$ cat src/rtl/loader_pkg.sv
// Shared types and constants for the serial program loader.
package loader_pkg;

  // Loader FSM states; StCsum is only reachable in checksum builds.
  typedef enum logic [2:0] {
    StIdle,
    StLenLo,
    StLenHi,
    StData,
    StCsum,
    StDone,
    StErr
  } loader_state_e;

  localparam int unsigned LEN_BYTES      = 2;
  localparam int unsigned BYTES_PER_WORD = 4;

  // Clock cycles per UART bit, rounded to nearest.
  function automatic int unsigned baud_div(input int unsigned clk_hz, input int unsigned baud);
    return (clk_hz + baud / 2) / baud;
  endfunction

endpackage

$ cat src/rtl/prog_loader_uart_rx.sv
// 8N1 UART receiver: two-flop synchronizer, mid-bit sampling, glitch-rejecting start bit.
module uart_rx
  import loader_pkg::*;
#(
  parameter int unsigned CLK_HZ = 23_000_000,
  parameter int unsigned BAUD   = 115200
) (
  input  logic       clock,
  input  logic       reset_n,
  input  logic       rxd,
  output logic       byte_valid,
  output logic [7:0] byte_data,
  output logic       frame_err
);

  localparam int unsigned Div  = baud_div(CLK_HZ, BAUD);
  localparam int unsigned CntW = (Div > 2) ? $clog2(Div) : 1;
  localparam logic [CntW-1:0] CntFull = CntW'(Div - 1);
  localparam logic [CntW-1:0] CntHalf = CntW'(Div / 2 - 1);

  typedef enum logic [1:0] {RxIdle, RxStart, RxData, RxStop} rx_state_e;

  rx_state_e       state_q, state_d;
  logic            sync1_q, sync2_q, prev_q;
  logic [CntW-1:0] cnt_q, cnt_d;
  logic [2:0]      bit_idx_q, bit_idx_d;
  logic [7:0]      shreg_q, shreg_d;
  logic            valid_q, valid_d;
  logic            err_q, err_d;

  // Next-state: a start needs a falling edge, so a line held low after a
  // framing error cannot retrigger until it returns high.
  always_comb begin
    state_d   = state_q;
    cnt_d     = cnt_q + CntW'(1);
    bit_idx_d = bit_idx_q;
    shreg_d   = shreg_q;
    valid_d   = 1'b0;
    err_d     = 1'b0;
    unique case (state_q)
      RxIdle: begin
        cnt_d = '0;
        if (prev_q && !sync2_q) state_d = RxStart;
      end
      RxStart: begin
        if (cnt_q == CntHalf) begin
          cnt_d     = '0;
          bit_idx_d = '0;
          state_d   = sync2_q ? RxIdle : RxData;
        end
      end
      RxData: begin
        if (cnt_q == CntFull) begin
          cnt_d     = '0;
          shreg_d   = {sync2_q, shreg_q[7:1]};
          bit_idx_d = bit_idx_q + 3'd1;
          if (bit_idx_q == 3'd7) state_d = RxStop;
        end
      end
      RxStop: begin
        if (cnt_q == CntFull) begin
          cnt_d   = '0;
          state_d = RxIdle;
          valid_d = sync2_q;
          err_d   = !sync2_q;
        end
      end
      default: state_d = RxIdle;
    endcase
  end

  // Synchronizer and receiver state.
  always_ff @(posedge clock or negedge reset_n) begin
    if (!reset_n) begin
      sync1_q   <= 1'b1;
      sync2_q   <= 1'b1;
      prev_q    <= 1'b1;
      state_q   <= RxIdle;
      cnt_q     <= '0;
      bit_idx_q <= '0;
      shreg_q   <= '0;
      valid_q   <= 1'b0;
      err_q     <= 1'b0;
    end else begin
      sync1_q   <= rxd;
      sync2_q   <= sync1_q;
      prev_q    <= sync2_q;
      state_q   <= state_d;
      cnt_q     <= cnt_d;
      bit_idx_q <= bit_idx_d;
      shreg_q   <= shreg_d;
      valid_q   <= valid_d;
      err_q     <= err_d;
    end
  end

  assign byte_valid = valid_q;
  assign byte_data  = shreg_q;
  assign frame_err  = err_q;

endmodule

$ cat src/rtl/prog_loader.sv
// Serial program loader: receives a length-prefixed image over UART and writes
// it word by word into the instruction memory while holding the CPU in reset.
// Optional feature: define PROG_LOADER_CHECKSUM_EN to require a trailing XOR
// checksum byte before the image is declared done.
module prog_loader
  import loader_pkg::*;
#(
  parameter int unsigned CLK_HZ = 23_000_000,
  parameter int unsigned BAUD   = 115200,
  parameter int unsigned ADDR_W = 14
) (
  input  logic              clock,
  input  logic              reset_n,
  input  logic              start,
  input  logic              uart_rxd,
  output logic              imem_we,
  output logic [ADDR_W-1:0] imem_addr,
  output logic [31:0]       imem_wdata,
  output logic              cpu_hold,
  output logic              done,
  output logic              error,
  output logic [ADDR_W:0]   words_loaded
);

  localparam logic [16:0] MaxWords = 17'(1) << ADDR_W;

  logic       rx_valid;
  logic [7:0] rx_data;
  logic       rx_ferr;

  uart_rx #(
    .CLK_HZ (CLK_HZ),
    .BAUD   (BAUD)
  ) u_rx (
    .clock      (clock),
    .reset_n    (reset_n),
    .rxd        (uart_rxd),
    .byte_valid (rx_valid),
    .byte_data  (rx_data),
    .frame_err  (rx_ferr)
  );

  loader_state_e     state_q, state_d;
  logic [7:0]        len_lo_q, len_lo_d;
  logic [15:0]       n_q, n_d;
  logic [1:0]        byte_idx_q, byte_idx_d;
  logic [23:0]       asm_q, asm_d;
  logic [ADDR_W-1:0] addr_q, addr_d;
  logic [31:0]       wdata_q, wdata_d;
  logic              we_q, we_d;
  logic [ADDR_W:0]   words_q, words_d;
  logic              done_q, done_d;
  logic              error_q, error_d;
  logic              hold_q, hold_d;
`ifdef PROG_LOADER_CHECKSUM_EN
  logic [7:0]        csum_q, csum_d;
`endif

  logic [16:0]     n_rx;
  logic [ADDR_W:0] words_inc;
  logic            last_word;
  loader_state_e   st_finish;

  assign n_rx      = {1'b0, rx_data, len_lo_q};
  assign words_inc = words_q + (ADDR_W + 1)'(1);
  assign last_word = (17'(words_inc) == {1'b0, n_q});
`ifdef PROG_LOADER_CHECKSUM_EN
  assign st_finish = StCsum;
`else
  assign st_finish = StDone;
`endif

  // Next-state: start overrides everything, including a coincident byte.
  always_comb begin
    state_d    = state_q;
    len_lo_d   = len_lo_q;
    n_d        = n_q;
    byte_idx_d = byte_idx_q;
    asm_d      = asm_q;
    addr_d     = addr_q;
    wdata_d    = wdata_q;
    we_d       = 1'b0;
    words_d    = words_q;
`ifdef PROG_LOADER_CHECKSUM_EN
    csum_d     = csum_q;
`endif
    if (start) begin
      state_d    = StLenLo;
      words_d    = '0;
      addr_d     = '0;
      byte_idx_d = '0;
`ifdef PROG_LOADER_CHECKSUM_EN
      csum_d     = '0;
`endif
    end else begin
      unique case (state_q)
        StLenLo: begin
          if (rx_ferr) begin
            state_d = StErr;
          end else if (rx_valid) begin
            len_lo_d = rx_data;
            state_d  = StLenHi;
          end
        end
        StLenHi: begin
          if (rx_ferr) begin
            state_d = StErr;
          end else if (rx_valid) begin
            n_d = {rx_data, len_lo_q};
            if (n_rx == 17'd0)         state_d = st_finish;
            else if (n_rx > MaxWords)  state_d = StErr;
            else                       state_d = StData;
          end
        end
        StData: begin
          // Address and count advance as the strobe ends, keeping them stable during it.
          if (we_q) begin
            words_d = words_inc;
            addr_d  = addr_q + ADDR_W'(1);
            if (last_word) state_d = st_finish;
          end
          if (rx_ferr) begin
            state_d = StErr;
          end else if (rx_valid) begin
`ifdef PROG_LOADER_CHECKSUM_EN
            csum_d = csum_q ^ rx_data;
`endif
            if (byte_idx_q == 2'(BYTES_PER_WORD - 1)) begin
              we_d       = 1'b1;
              wdata_d    = {rx_data, asm_q};
              byte_idx_d = '0;
            end else begin
              asm_d      = {rx_data, asm_q[23:8]};
              byte_idx_d = byte_idx_q + 2'd1;
            end
          end
        end
`ifdef PROG_LOADER_CHECKSUM_EN
        StCsum: begin
          if (rx_ferr) begin
            state_d = StErr;
          end else if (rx_valid) begin
            state_d = (rx_data == csum_q) ? StDone : StErr;
          end
        end
`endif
        default: ;
      endcase
    end
    done_d  = (state_d == StDone);
    error_d = (state_d == StErr);
    hold_d  = (state_d == StLenLo) || (state_d == StLenHi) || (state_d == StData) ||
              (state_d == StCsum) || (state_d == StErr);
  end

  // Loader state and registered outputs.
  always_ff @(posedge clock or negedge reset_n) begin
    if (!reset_n) begin
      state_q    <= StIdle;
      len_lo_q   <= '0;
      n_q        <= '0;
      byte_idx_q <= '0;
      asm_q      <= '0;
      addr_q     <= '0;
      wdata_q    <= '0;
      we_q       <= 1'b0;
      words_q    <= '0;
      done_q     <= 1'b0;
      error_q    <= 1'b0;
      hold_q     <= 1'b0;
`ifdef PROG_LOADER_CHECKSUM_EN
      csum_q     <= '0;
`endif
    end else begin
      state_q    <= state_d;
      len_lo_q   <= len_lo_d;
      n_q        <= n_d;
      byte_idx_q <= byte_idx_d;
      asm_q      <= asm_d;
      addr_q     <= addr_d;
      wdata_q    <= wdata_d;
      we_q       <= we_d;
      words_q    <= words_d;
      done_q     <= done_d;
      error_q    <= error_d;
      hold_q     <= hold_d;
`ifdef PROG_LOADER_CHECKSUM_EN
      csum_q     <= csum_d;
`endif
    end
  end

  assign imem_we      = we_q;
  assign imem_addr    = addr_q;
  assign imem_wdata   = wdata_q;
  assign cpu_hold     = hold_q;
  assign done         = done_q;
  assign error        = error_q;
  assign words_loaded = words_q;

endmodule

$ cat config.mk
export PLATFORM = sky130hd
export DESIGN_NAME = prog_loader
export DESIGN_NICKNAME = d
export VERILOG_FILES = /design/src/rtl/loader_pkg.sv /design/src/rtl/prog_loader_uart_rx.sv /design/src/rtl/prog_loader.sv
export SDC_FILE = /design/constraint.sdc
export NUM_CORES = 1
export LEC_CHECK = 0
export ABC_AREA = 1
export BUFFER_PORTS_ARGS = -buffer_cell sky130_fd_sc_hd__clkbuf_2
export CAP_MARGIN = 20
export CORE_ASPECT_RATIO = 1.2
export CORE_UTILIZATION = 55
export CTS_CLUSTER_SIZE = 40
export DETAILED_ROUTE_END_ITERATION = 10
export PLACE_DENSITY = 0.75
export SYNTH_ARGS = -nofsm -noshare
export SYNTH_HDL_FRONTEND = slang
export SYNTH_SLANG_ARGS = --single-unit
$ cat constraint.sdc
create_clock -name clock -period 4.6 [get_ports clock]
set_input_delay 0.23 -clock clock [delete_from_list [all_inputs] [get_ports clock]]
set_output_delay 0.23 -clock clock [all_outputs]
set_load 0.1 [all_outputs]
==> summary.txt, run 1 <==
Outcome
  • Status: completed

Routing
  • Routed wl met3: 607 um
  • Routed length on met2: 7420 um
  • Via Count: 5,325
  • Post-route antenna net violation count: 0
  • Pre-Repair DR Iteration Count: 7
  • WL met1: roughly 6000 um
  • DR WL/cell: ~14 um
  • Via count normalized by instance count: 5.36
  • Routed wire length: 14,300 um
  • Residual DRC count: 0
  • Top routing layer in use: met4
  • Detailed router's first-iteration violation count: between 300 and 400

Power
  • Static leakage power: between 3 and 4 nW
  • Worst voltage drop across the vdd grid: about 0.28 mV
  • Power density relative to cell area: 375 mW/mm^2

Timing
  • Final Max Tran Viols: 0
  • Maximum clock frequency: 0.429 GHz
  • Worst max-slew margin expressed relative to the limit: 0.375
  • Final sum of negative setup slack: 0 ps
  • Post-Route Skew: 8.92 ps
  • Hold slack final: roughly 180 ps
  • Setup repair after global routing missed its margin: false
  • Count of final setup violators: 0
  • Final clock period utilization by the worst path: 0.507
  • Transition time at the pin with the least slew margin: about 940 ps
  • Final Hold Vio Count: 0
  • Period minus WS final: 2330 ps

Synthesis
  • Cell count after synthesis: 752
  • Leading register cell type out of synthesis: sky130_fd_sc_hd__dfrtp_1
  • Number of enable flip-flop cells after synthesis: 0
  • Share of async-settable or async-resettable flops after synthesis: 1.00
  • Post-synthesis share of cell area spent on full adders, half adders and majority gates: 0.0115
  • Area share of the leading cell type in the synthesized netlist: 0.541
  • Fraction of synthesized area in multiplexers: 0
  • Number of synthesis warnings: 0
  • Simple-gate share of the synthesized area: 0.243
  • Distinct cell type count of the synthesized netlist: 40
  • Mapped Avg Cell Area: 8.67 sq um
  • Dominant combinational cell family by area after synthesis: simple AND/OR/NAND/NOR gates
  • Post-Syn Nets: 762
  • Count of state elements after synthesis: 144
  • Post-Synthesis Cell Area: 0.00652 sq mm
  • Register area share after synthesis: 0.553
  • Cell type with the largest total area after synthesis: sky130_fd_sc_hd__dfrtp_1
  • Xor-xnor portion of the synthesized cell area: 0.0115
  • Post-synthesis compound-gate area fraction: 0.112
  • Synth area leaders: sky130_fd_sc_hd__dfrtp_1 54%, sky130_fd_sc_hd__nand2_1 11%, sky130_fd_sc_hd__o21ai_0 7.6%

Worst setup path
  • Maximum net fanout on the critical path: 56
  • Top delay family on crit path: simple AND/OR/NAND/NOR gates
  • Cells along the critical path: nor2_2, inv_1, nor2_2, nand2_1, nor2_2, inv_2, o21ai_0
  • Critical-path cell with the highest stage delay: sky130_fd_sc_hd__inv_2
  • Critical Path Most Common Cell: sky130_fd_sc_hd__nor2_2
  • Critical path buffer and inverter count: 2
  • Setup crit end kind: flip-flop
  • Startpoint kind of the worst setup timing path: flip-flop
  • Crit path DAT: between 2000 and 3000 ps
  • Delay of the slowest cell on the worst path: 460 ps
  • Kind of critical path: reg2reg
  • Endpoint required time on the critical path: 4910 ps

CTS
  • Latest clock arrival within the worst-skew pair: 430 ps
  • Clock Tree Buf Depth: 2
  • Clock buffers created by TritonCTS: 17
  • Number of sinks driven by the clock tree: 144
  • H-tree depth: 4
  • Total setup buffers inserted after CTS: 0
  • Clock slew at the register clock pins of the worst setup and hold paths: 70 ps
  • Root Driver: sky130_fd_sc_hd__clkbuf_16
  • CTS tree: done

Global route
  • Antenna violations before repair: 0
  • Remaining global-route overflow: 0
  • Via count of the first global-routing pass: 5,024
  • Overall track demand over capacity in global routing: 0.253
  • Largest net degree at the start of global routing: 109
  • Wire length of the first global-routing pass: roughly 24,000 um

Floorplanning
  • Top-Level Pins: 69
  • Die outline width: 101 um
  • Die outline height: about 120 um
  • Site row count: 43
  • Die area: about 0.012 sq mm
  • Placeable core region: roughly 0.012 sq mm
  • Starting utilization of the core area: 0.564

Layout
  • Fraction of layout cells with a size suffix above 1: 0.175
  • Antenna cells: 0
  • Number of filler cells placed in the layout: 940
  • Net total in the final layout: between 800 and 900
  • Synthesis-to-finish area growth: 17.0%
  • Final core area utilization: 0.659

Place
  • HPWL after DPL: a little under 10,000 um
  • Number of buffers inserted by port buffering: 68
  • Final weighted congestion in routability-driven placement: around 0.87

Worst hold path
  • Worst hold path class: in2reg

Run
  • # Max-Cap Violations: 0
## placed cells by master, fill, tap and decap left out, drive strengths merged
cell type	synthesis	routed
ha	6	6
a32o	1	1
o22ai	9	9
xor2	6	6
nor2	60	60
nor3	14	14
nand2	205	205
o211ai	2	2
clkbuf	15	85
nor4	3	3
o21ai	100	100
dfrtp	141	141
inv	95	103
dlygate4sd3	0	2
nand4	17	17
o31ai	1	1
nand3b	7	7
a21oi	16	16
xnor3	1	1
dfstp	3	3
a22o	2	2
nor3b	1	1
a32oi	1	1
and3	1	1
clkinv	2	6
clkinvlp	0	1
or3b	1	1
nand3	34	34
a22oi	2	2
bufinv	0	1
or2	1	1
buf	5	3
## worst register-to-register path, stage by stage (launching register included)
cell and delay, ps:
sky130_fd_sc_hd__dfrtp_1 400, sky130_fd_sc_hd__nor2_2 190, sky130_fd_sc_hd__inv_1 80, sky130_fd_sc_hd__nor2_2 170
sky130_fd_sc_hd__nand2_1 100, sky130_fd_sc_hd__nor2_2 410, sky130_fd_sc_hd__inv_2 460, sky130_fd_sc_hd__o21ai_0 400
## flip-flops by register name (all words and copies together) (netlist names), 3 cells and up, named ones only
name / flops
asm_q: 24
imem_addr: 14
imem_wdata: 32
len_lo_q: 8
n_q: 16
state_q: 3
u_rx.bit_idx_q: 3
u_rx.byte_data: 8
u_rx.cnt_q: 8
words_loaded: 15
## repair_timing
action                                 4_1_cts  5_1_grt
hold buffers                                 2        0
gates resized for setup                      0        0
endpoints found under the hold margin      105        0
## kinds of logic after synthesis
kind of cell / Yosys count
buffers and inverters: 117
XOR/XNOR: 7
AND/OR/NAND/NOR: 344
adder cells (fa/ha/maj): 6
AO/OA/AOI/OAI: 134
flip-flops: 144
## area by class of cell
cell class                 instances  area (sq um)  area share
multi-input combinational        491          2470       0.324
sequential                       144          3610       0.473
clock inverter                    14           170      0.0223
clock buffer                      18           439      0.0576
timing repair buffer              72           382      0.0500
tap                              157           196      0.0258
inverter                          97           364      0.0477
## path summary, 6_finish.rpt
kind                                     startpoint  cells past startpoint  slack [ps]                           end
setup / recovery           u_rx.frame_err$_DFF_PN0_                      7        2270    imem_wdata[20]$_DFFE_PN0P_
hold / removal                                start                      2         180     imem_addr[11]$_DFFE_PN0P_
setup reg to reg           u_rx.frame_err$_DFF_PN0_                      7        2270    imem_wdata[20]$_DFFE_PN0P_
hold reg to reg              u_rx.sync1_q$_DFF_PN1_                      0         360        u_rx.sync2_q$_DFF_PN1_
max in group asynchronous                   reset_n                      3        3080       u_rx.cnt_q[5]$_DFF_PN0_
min in group asynchronous                   reset_n                      2         500  words_loaded[13]$_DFFE_PN0P_
## power by group
part / internal, mW / switching [mW]
Clock: 0.792 / 0.608
Sequential: 1.29 / 0.0220
Combinational: 0.0424 / 0.109
Total: 2.12 / 0.739
## per-layer routing
metal / GRT usage / vias to the layer above
met5: 0 / -
met4: 0.0833 / 0
met3: 0.0685 / 24
met2: 0.430 / 150
met1: 0.310 / 2564
li1: - / 2587
## per-stage QoR
stage / instances / setup WS (ps) / total power, mW / instance area [sq um]
5_1_grt: 993 / 2020 / 2.96 / 7630
3_5_place_dp: 959 / 2240 / 1.48 / 7000
4_1_cts: 993 / 2290 / 2.88 / 7630
3_3_place_gp: 959 / 2300 / 1.47 / 7000
2_1_floorplan: 752 / 1890 / 1.43 / 6520
6_report: 993 / 2270 / 2.86 / 7630
## Yosys cell counts (7+ instances only)
library cell,number
sky130_fd_sc_hd__nor2_1,47
sky130_fd_sc_hd__inv_1,90
sky130_fd_sc_hd__nand3b_1,7
sky130_fd_sc_hd__nor3_1,11
sky130_fd_sc_hd__a21oi_1,14
sky130_fd_sc_hd__nand2_1,195
sky130_fd_sc_hd__nand2_2,8
sky130_fd_sc_hd__clkbuf_1,15
sky130_fd_sc_hd__o21ai_0,99
sky130_fd_sc_hd__nand4_1,16
sky130_fd_sc_hd__nor2_2,8
sky130_fd_sc_hd__dfrtp_1,141
sky130_fd_sc_hd__o22ai_1,9
sky130_fd_sc_hd__nand3_1,29
No activity file was read; power rests on OpenSTA's default activity.
==> run 2: changes to the inputs <==
--- a/config.mk
+++ b/config.mk
@@ -5,14 +5,14 @@
 export SDC_FILE = /design/constraint.sdc
 export NUM_CORES = 1
 export LEC_CHECK = 0
-export ABC_AREA = 1
+export ABC_AREA = 0
 export BUFFER_PORTS_ARGS = -buffer_cell sky130_fd_sc_hd__clkbuf_2
 export CAP_MARGIN = 20
 export CORE_ASPECT_RATIO = 1.2
-export CORE_UTILIZATION = 55
+export CORE_UTILIZATION = 53
 export CTS_CLUSTER_SIZE = 40
 export DETAILED_ROUTE_END_ITERATION = 10
-export PLACE_DENSITY = 0.75
+export PLACE_DENSITY = 0.76
 export SYNTH_ARGS = -nofsm -noshare
 export SYNTH_HDL_FRONTEND = slang
 export SYNTH_SLANG_ARGS = --single-unit
==> constraint.sdc (replaced) <==
create_clock -name clock -period 2 [get_ports clock]
set_input_delay 0.1 -clock clock [delete_from_list [all_inputs] [get_ports clock]]
set_output_delay 0.1 -clock clock [all_outputs]
set_load 0.1 [all_outputs]
==> run 2 against run 1 <==
  * Largest cell class unchanged
  * The flow now finishes with violations (negative setup slack)
  * Critical path depth increased by 2
  * Via count down 11%
  * Clock power increased by 110%
  * Cell count is 15% lower
  * Die area rose by 2.4%
  * Non-clock buffer count grew 94
  * Utilization grew 8.9 points
  * Hold slack got worse by 110 ps
  * Power increased by 120%
  * Area after synthesis is 1.3% lower
  * Setup slack worse by 2900 ps
  * First-iteration DRC count down 36%
==> summary.txt, run 2 <==
Routing
  • Pre-Repair DR Iteration Count: 5 (-2)
  • Via Count: 4,759 (-11%)
  • Routed wire length: 16,500 um (+15%)
  • Residual DRC count: 0 (unchanged)
  • Detailed router's first-iteration violation count: 220 (-36%)
  • Post-route antenna net violation count: 0 (unchanged)
  • DR WL/cell: 19.5 um (+35%)
  • Via count normalized by instance count: 5.62 (+4.8%)

Worst setup path
  • Logic depth of the worst register-to-register path: 9 (+2)
  • Critical Path Most Common Cell: sky130_fd_sc_hd__buf_4
  • Top delay family on crit path: simple AND/OR/NAND/NOR gates
  • Endpoint required time on the critical path: 2320 ps (-2590 ps)
  • Critical-path cell with the highest stage delay: sky130_fd_sc_hd__dfrtp_4
  • Critical register-to-register path endpoint: error$_DFF_PN0_
  • Launching point of the worst reg2reg path: words_loaded[0]$_DFFE_PN0P_
  • Delay of the slowest cell on the worst path: 490 ps (+30 ps)
  • Worst R2R Setup Slack: -650 ps (-2920 ps)
  • Startpoint kind of the worst setup timing path: flip-flop
  • Critical path buffer and inverter count: 2 (unchanged)
  • Crit path DAT: 2970 ps (+330 ps)
  • Maximum net fanout on the critical path: 4 (-93%)
  • Setup crit end kind: flip-flop
  • Kind of critical path: reg2reg
  • Cells along the critical path: buf_4, nand3_4, nor2_1, or3b_2, a2111o_1, buf_4, nor4_2, o21bai_2, nor4b_2

Power
  • Share of power burned in combinational logic: 0.054 (about the same)
  • Worst voltage drop across the vdd grid: 0.550 mV (+95%)
  • Static leakage power: 4.21 nW (+18%)
  • Pwr Total: 6.34 mW (+120%)
  • Net switching power figure: 1.49 mW (+100%)
  • Sequential group share of total power: 0.474 (+0.016)
  • Clk network pwr share: 0.471 (-0.018)
  • Power density relative to cell area: 726 mW/mm^2 (+93%)
  • Share of total power consumed by net switching: 0.235 (-0.0235)
  • Internal power consumption: 4.85 mW (+130%)

Synthesis
  • Number of synthesis warnings: 0 (unchanged)
  • Most frequent cells after synthesis: 141 x sky130_fd_sc_hd__dfrtp_1, 90 x sky130_fd_sc_hd__mux2_2, 43 x sky130_fd_sc_hd__nor2_1
  • Count of state elements after synthesis: 144 (unchanged)
  • Post-Synthesis Cell Area: 0.00643 sq mm (-1.3%)
  • Distinct cell type count of the synthesized netlist: 55 (+38%)
  • Register area share after synthesis: 0.561 (+0.00732)
  • Mapped Avg Cell Area: 12.5 sq um (+45%)
  • Post-Syn Nets: 523 (-31%)
  • Number of enable flip-flop cells after synthesis: 0 (unchanged)
  • Share of async-settable or async-resettable flops after synthesis: 1.00 (unchanged)
  • Synth area leaders: sky130_fd_sc_hd__dfrtp_1 55%, sky130_fd_sc_hd__mux2_2 16%, sky130_fd_sc_hd__xor2_1 3.0%
  • Leading register cell type out of synthesis: sky130_fd_sc_hd__dfrtp_1
  • Area share of the leading cell type in the synthesized netlist: 0.548 (+0.00716)
  • Cell count after synthesis: 513 (-32%)
  • Cell type with the largest total area after synthesis: sky130_fd_sc_hd__dfrtp_1
  • Cell with the most instances after synthesis: sky130_fd_sc_hd__dfrtp_1

Layout
  • Fraction of layout cells with a size suffix above 1: 0.496 (+0.321)
  • Fin cells: 847 (-15%)
  • Final Instance Area: 0.00874 sq mm (+15%)
  • Final core area utilization: 0.749 (+0.0894)
  • Antenna cells: 0 (unchanged)
  • Synthesis-to-finish area growth: 35.9%
  • Net total in the final layout: 687 (-18%)
  • Flip-flop count of the largest register after layout: 32 (unchanged)
  • Most frequent standard cell in the layout excluding fill and tap cells: sky130_fd_sc_hd__dfrtp_1
  • Most frequent cells in the layout: 118 x sky130_fd_sc_hd__dfrtp_1, 78 x sky130_fd_sc_hd__buf_4, 67 x sky130_fd_sc_hd__clkbuf_2

Timing
  • Post-Route Skew: 9.19 ps (+0.268 ps)
  • Period minus WS final: 2650 ps (+321 ps)
  • Count of final setup violators: 61 (+61)
  • Final Hold Vio Count: 0 (unchanged)
  • Setup repair after global routing missed its margin: true
  • Hold slack final: 68.0 ps (-111 ps)
  • Final clock period utilization by the worst path: 1.33 (+0.820)
  • Transition time at the pin with the least slew margin: 575 ps (-363 ps)
  • Final sum of negative setup slack: -6030 ps (-6030 ps)
  • Maximum clock frequency: 0.377 GHz (-12%)
  • Worst max-slew margin expressed relative to the limit: 0.619 (+0.244)
  • Final Max Tran Viols: 0 (unchanged)
  • Final Worst Setup Slack: -654 ps (-2920 ps)

Place
  • Number of buffers inserted by port buffering: 68 (unchanged)
  • DP Cell Count: 794 (-17%)
  • HPWL after DPL: 9590 um (-1.5%)
  • Post-place setup slack: -770 ps (-3010 ps)
  • Area after DPL: 0.00759 sq mm (+8.4%)
  • Final weighted congestion in routability-driven placement: 0.865 (-0.96%)

Global route
  • Via count of the first global-routing pass: 4,709 (-6.3%)
  • Remaining global-route overflow: 0 (unchanged)
  • Antenna violations before repair: 0 (unchanged)
  • Overall track demand over capacity in global routing: 0.238 (-0.0155)
  • Wire length of the first global-routing pass: 22,500 um (-5.5%)
  • Largest net degree at the start of global routing: 62 (-43%)

Run
  • # Max-Cap Violations: 0 (unchanged)

Floorplanning
  • Die outline height: 123 um (+1.2%)
  • Die outline width: 103 um (+1.2%)
  • Starting utilization of the core area: 0.551 (-0.0125)
  • Site row count: 43 (unchanged)
  • Die area: 0.0126 sq mm (+2.4%)
  • Placeable core region: 0.0117 sq mm (+0.93%)
  • Top-Level Pins: 69 (unchanged)

Worst hold path
  • Worst min-delay path endpoint: byte_idx_q[1]$_DFFE_PN0P_
  • Critical hold path startpoint: start
  • Number of cells on the worst hold path: 2 (unchanged)
  • Worst hold path class: in2reg

Outcome
  • Failing checks: negative setup slack
  • Status: finished, violations left

CTS
  • CTS tree: done
  • Clock slew at the register clock pins of the worst setup and hold paths: 60 ps (about the same)
  • Number of sinks driven by the clock tree: 144 (unchanged)
  • Clock Tree Buf Depth: 2 (unchanged)
  • H-tree depth: 4 (unchanged)
  • Clock buffers created by TritonCTS: 17 (unchanged)
  • Latest clock arrival within the worst-skew pair: 430 ps (about the same)
  • Root Driver: sky130_fd_sc_hd__clkbuf_16
==> run 2: changes by cell type in the layout (fill, tap and decap cells not counted), sizes merged, moves of 7 or more <==
cell and change:
buf +89, clkbuf +8, inv -93, mux2 +90, nand2 -182, nand3 -21
nand3b -7, nand4 -7, nor2 -17, o21ai -90, o22ai -8, or3 +9
xnor2 +21, xor2 +16
==> run 2: power groups by stage <==
stage / clock [mW] / combinational [mW] / sequential (mW)
floorplan: 0 / 0.166 / 3.05
global placement: 0 / 0.287 / 3.06
detailed placement: 0 / 0.306 / 3.06
CTS: 3.00 / 0.334 / 3.01
global route: 3.15 / 0.385 / 3.01
finish: 2.99 / 0.345 / 3.01
==> run 2: worst max-delay path by stage <==
stage	start	to	slack, ps	depth (start not counted)
after detailed placement	words_loaded[1]$_DFFE_PN0P_	cpu_hold$_DFF_PN0_	-770	8
after floorplan	words_loaded[1]$_DFFE_PN0P_	cpu_hold$_DFF_PN0_	-820	8
after CTS	words_loaded[1]$_DFFE_PN0P_	cpu_hold$_DFF_PN0_	-650	8
final	words_loaded[0]$_DFFE_PN0P_	error$_DFF_PN0_	-650	9
after global placement	words_loaded[1]$_DFFE_PN0P_	cpu_hold$_DFF_PN0_	-730	8
after global routing	words_loaded[1]$_DFFE_PN0P_	cpu_hold$_DFF_PN0_	-740	8
==> run 2: cell families after synthesis <==
kind of cell / after synthesis / synth area share
compound gates: 52 / 0.0611
fa+ha+maj: 6 / 0.0117
mux: 95 / 0.165
buf+inv: 29 / 0.0235
xor+xnor: 43 / 0.0585
simple gates: 144 / 0.119
flops: 144 / 0.561
==> run 2: final cells by class <==
cell class | count | area, sq um
well taps | 157 | 196
clock inverters | 11 | 108
inverters | 8 | 30.0
flip-flops and latches | 144 | 3660
multi-input cells | 340 | 3020
fillers | 729 | 2930
clock buffers | 21 | 450
repair buffers | 166 | 1280
==> run 2: repair_timing <==
item                                    CTS  global route
hold buffers                              2             0
resized for setup                         9            77
buffers inserted                          4             9
pin swaps                                 1             3
hold endpoints to repair                 81             0
endpoints found under the setup margin   44            66
gates cloned                              0             6
==> run 2: per-layer routing <==
metal / vias to the layer above / track usage / wire length, um
met5: - / 0 / 0
met4: 0 / 0.114 / 520
met3: 42 / 0.0626 / 571
met2: 124 / 0.398 / 8710
met1: 2431 / 0.282 / 6690
li1: 2162 / - / -
==> run 3: changes to the inputs <==
--- a/config.mk
+++ b/config.mk
@@ -5,7 +5,7 @@
 export SDC_FILE = /design/constraint.sdc
 export NUM_CORES = 1
 export LEC_CHECK = 0
-export ABC_AREA = 0
+export ABC_AREA = 1
 export BUFFER_PORTS_ARGS = -buffer_cell sky130_fd_sc_hd__clkbuf_2
 export CAP_MARGIN = 20
 export CORE_ASPECT_RATIO = 1.2
@@ -16,3 +16,4 @@
 export SYNTH_ARGS = -nofsm -noshare
 export SYNTH_HDL_FRONTEND = slang
 export SYNTH_SLANG_ARGS = --single-unit
+export TNS_END_PERCENT = 30
==> run 3 against run 2 <==
  * The flow still finishes with violations (negative setup slack)
  * Die area grew 1.3%
  * Critical path depth grew 7
  * Sequential power is essentially flat
  * Clock skew shrank 0.79 ps
==> summary.txt, run 3 (synthesis results as in run 1) <==
Layout
  • Area used by multi-input combinational logic: 0.00257 sq mm (-15%)
  • Net total in the final layout: 863 (+26%)
  • Number of filler cells placed in the layout: 969 (+33%)
  • Most frequent cells in the layout: 191 x sky130_fd_sc_hd__nand2_1, 122 x sky130_fd_sc_hd__dfrtp_1, 99 x sky130_fd_sc_hd__o21ai_0
  • Fraction of layout cells with a size suffix above 1: 0.240 (-0.255)
  • Synthesis-to-finish area growth: 22.5%
  • Antenna cells: 0 (unchanged)
  • Flip-flop count of the largest register after layout: 32 (unchanged)
  • Final core area utilization: 0.662 (-0.0865)
  • Area occupied by registers: 0.00366 sq mm (-0.14%)
  • Fin cells: 1,027 (+21%)
  • Most frequent standard cell in the layout excluding fill and tap cells: sky130_fd_sc_hd__nand2_1
  • Final Instance Area: 0.00799 sq mm (-8.7%)

Global route
  • Wire length of the first global-routing pass: 23,900 um (+6.5%)
  • Largest net degree at the start of global routing: 57 (-8.1%)
  • Antenna violations before repair: 0 (unchanged)
  • Overall track demand over capacity in global routing: 0.244 (+0.00680)
  • Via count of the first global-routing pass: 5,227 (+11%)
  • Remaining global-route overflow: 0 (unchanged)

CTS
  • Root Driver: sky130_fd_sc_hd__clkbuf_16
  • CTS tree: done
  • Clock Tree Buf Depth: 2 (unchanged)
  • H-tree depth: 4 (unchanged)
  • Latest clock arrival within the worst-skew pair: 410 ps (-20 ps)
  • Clock slew at the register clock pins of the worst setup and hold paths: 60 ps (about the same)
  • Clock buffers created by TritonCTS: 17 (unchanged)
  • Number of sinks driven by the clock tree: 144 (unchanged)

Routing
  • Post-route antenna net violation count: 0 (unchanged)
  • Pre-Repair DR Iteration Count: 6 (+1)
  • DR WL/cell: 14.2 um (-27%)
  • Routed wire length: 14,600 um (-11%)
  • Residual DRC count: 0 (unchanged)
  • Detailed router's first-iteration violation count: 322 (+46%)
  • Via Count: 5,447 (+14%)
  • Via count normalized by instance count: 5.30 (-5.6%)

Run
  • # Max-Cap Violations: 0 (unchanged)

Timing
  • Maximum clock frequency: 0.469 GHz (+24%)
  • Final Hold Vio Count: 0 (unchanged)
  • Post-Route Skew: 8.40 ps (-0.787 ps)
  • Worst max-slew margin expressed relative to the limit: 0.483 (-0.136)
  • Setup repair after global routing missed its margin: true
  • Transition time at the pin with the least slew margin: 774 ps (+200 ps)
  • Final Max Tran Viols: 0 (unchanged)
  • Final sum of negative setup slack: -304 ps (+5730 ps)
  • Final Worst Setup Slack: -132 ps (+521 ps)
  • Final clock period utilization by the worst path: 1.07 (-0.261)
  • Period minus WS final: 2130 ps (-521 ps)
  • Count of final setup violators: 3 (-95%)
  • Hold slack final: 87.9 ps (+19.9 ps)

Worst setup path
  • Startpoint kind of the worst setup timing path: flip-flop
  • Critical register-to-register path endpoint: cpu_hold$_DFF_PN0_
  • Setup crit end kind: flip-flop
  • Critical Path Most Common Cell: sky130_fd_sc_hd__nor2_1
  • Cells along the critical path: ha_4, nor2_2, nor2_1, nand3_1, nor2_1, nand3_1, nor2_1, nand2_1, nor2_2, nand4_1, nand2_1, nand2_2, nand2_2, nand2_1, nor2_2, nor2_1
  • Capture point of the worst path: cpu_hold$_DFF_PN0_
  • Maximum net fanout on the critical path: 5 (+1)
  • CP Launch Point: words_loaded[0]$_DFFE_PN0P_
  • Critical-path cell with the highest stage delay: sky130_fd_sc_hd__dfrtp_4
  • Crit path DAT: 2440 ps (-530 ps)
  • Logic depth of the worst register-to-register path: 16 (+7)
  • Launching point of the worst reg2reg path: words_loaded[0]$_DFFE_PN0P_
  • Endpoint required time on the critical path: 2310 ps (about the same)
  • Delay of the slowest cell on the worst path: 510 ps (+20 ps)
  • Kind of critical path: reg2reg
  • Worst R2R Setup Slack: -130 ps (+520 ps)

Place
  • Post-place setup slack: -113 ps (+657 ps)
  • DP Cell Count: 989 (+25%)
  • Area after DPL: 0.00728 sq mm (-4.0%)
  • Final weighted congestion in routability-driven placement: 0.882 (+1.9%)
  • Number of buffers inserted by port buffering: 68 (unchanged)
  • HPWL after DPL: 10,100 um (+5.5%)

Floorplanning
  • Die outline width: 103 um (+0.65%)
  • Die area: 0.0128 sq mm (+1.3%)
  • Starting utilization of the core area: 0.541 (-0.0104)
  • Top-Level Pins: 69 (unchanged)
  • Die outline height: 124 um (+0.65%)
  • Site row count: 44 (+2.3%)
  • Placeable core region: 0.0121 sq mm (+3.3%)

Power
  • Power density relative to cell area: 815 mW/mm^2 (+12%)
  • Worst voltage drop across the vdd grid: 0.772 mV (+40%)
  • Static leakage power: 3.69 nW (-12%)
  • Pwr Total: 6.51 mW (+2.5%)

Outcome
  • Status: finished, violations left
  • Failing checks: negative setup slack

Worst hold path
  • Worst hold path class: in2reg
==> run 3: worst min-delay path by stage <==
stage	from	end	slack [ps]	cells past startpoint
detailed placement	reset_n	words_loaded[6]$_DFFE_PN0P_	-10	1
finish	start	imem_addr[13]$_DFFE_PN0P_	90	3
global placement	reset_n	words_loaded[6]$_DFFE_PN0P_	-10	1
global route	start	imem_addr[13]$_DFFE_PN0P_	80	3
CTS	start	imem_addr[13]$_DFFE_PN0P_	70	3
floorplan	reset_n	asynchronous set/reset pin	-200	0
==> run 3: critical path, delay by kind of cell (launching register included) <==
kind / cells / cell delay (ps)
and+or+nand+nor: 15 / 1220
DFF: 1 / 510
adders and majority gates: 1 / 290
==> run 3: area by class of cell <==
| type | instances | area share |
|---|---|---|
| tap | 161 | 0.0252 |
| inverter | 97 | 0.0456 |
| clock inverter | 15 | 0.0186 |
| timing repair buffer | 102 | 0.0776 |
| multi-input combinational | 491 | 0.322 |
| sequential | 144 | 0.458 |
| clock buffer | 17 | 0.0533 |
==> run 3: power breakdown <==
group	internal, mW	switching (mW)	leakage [nW]
registers	2.96	0.0573	1.95
logic	0.145	0.270	1.46
clock network	1.75	1.32	0.278
total	4.86	1.65	3.69
==> run 3: repair_timing <==
| action | in CTS | in global routing |
|---|---|---|
| setup buffers | 0 | 4 |
| gates resized for setup | 3 | 15 |
| pin swaps | 0 | 7 |
| hold buffers | 2 | 0 |
| endpoints found under the hold margin | 142 | 0 |
| endpoints found under the setup margin | 3 | 18 |
==> run 3: metal layers <==
| metal | up-vias | GRT usage | wire [um] |
|---|---|---|---|
| met1 | 2619 | 0.303 | 6200 |
| met2 | 144 | 0.417 | 7510 |
| met5 | - | 0 | 0 |
| met3 | 28 | 0.0509 | 609 |
| met4 | 0 | 0.0968 | 282 |
| li1 | 2656 | - | - |
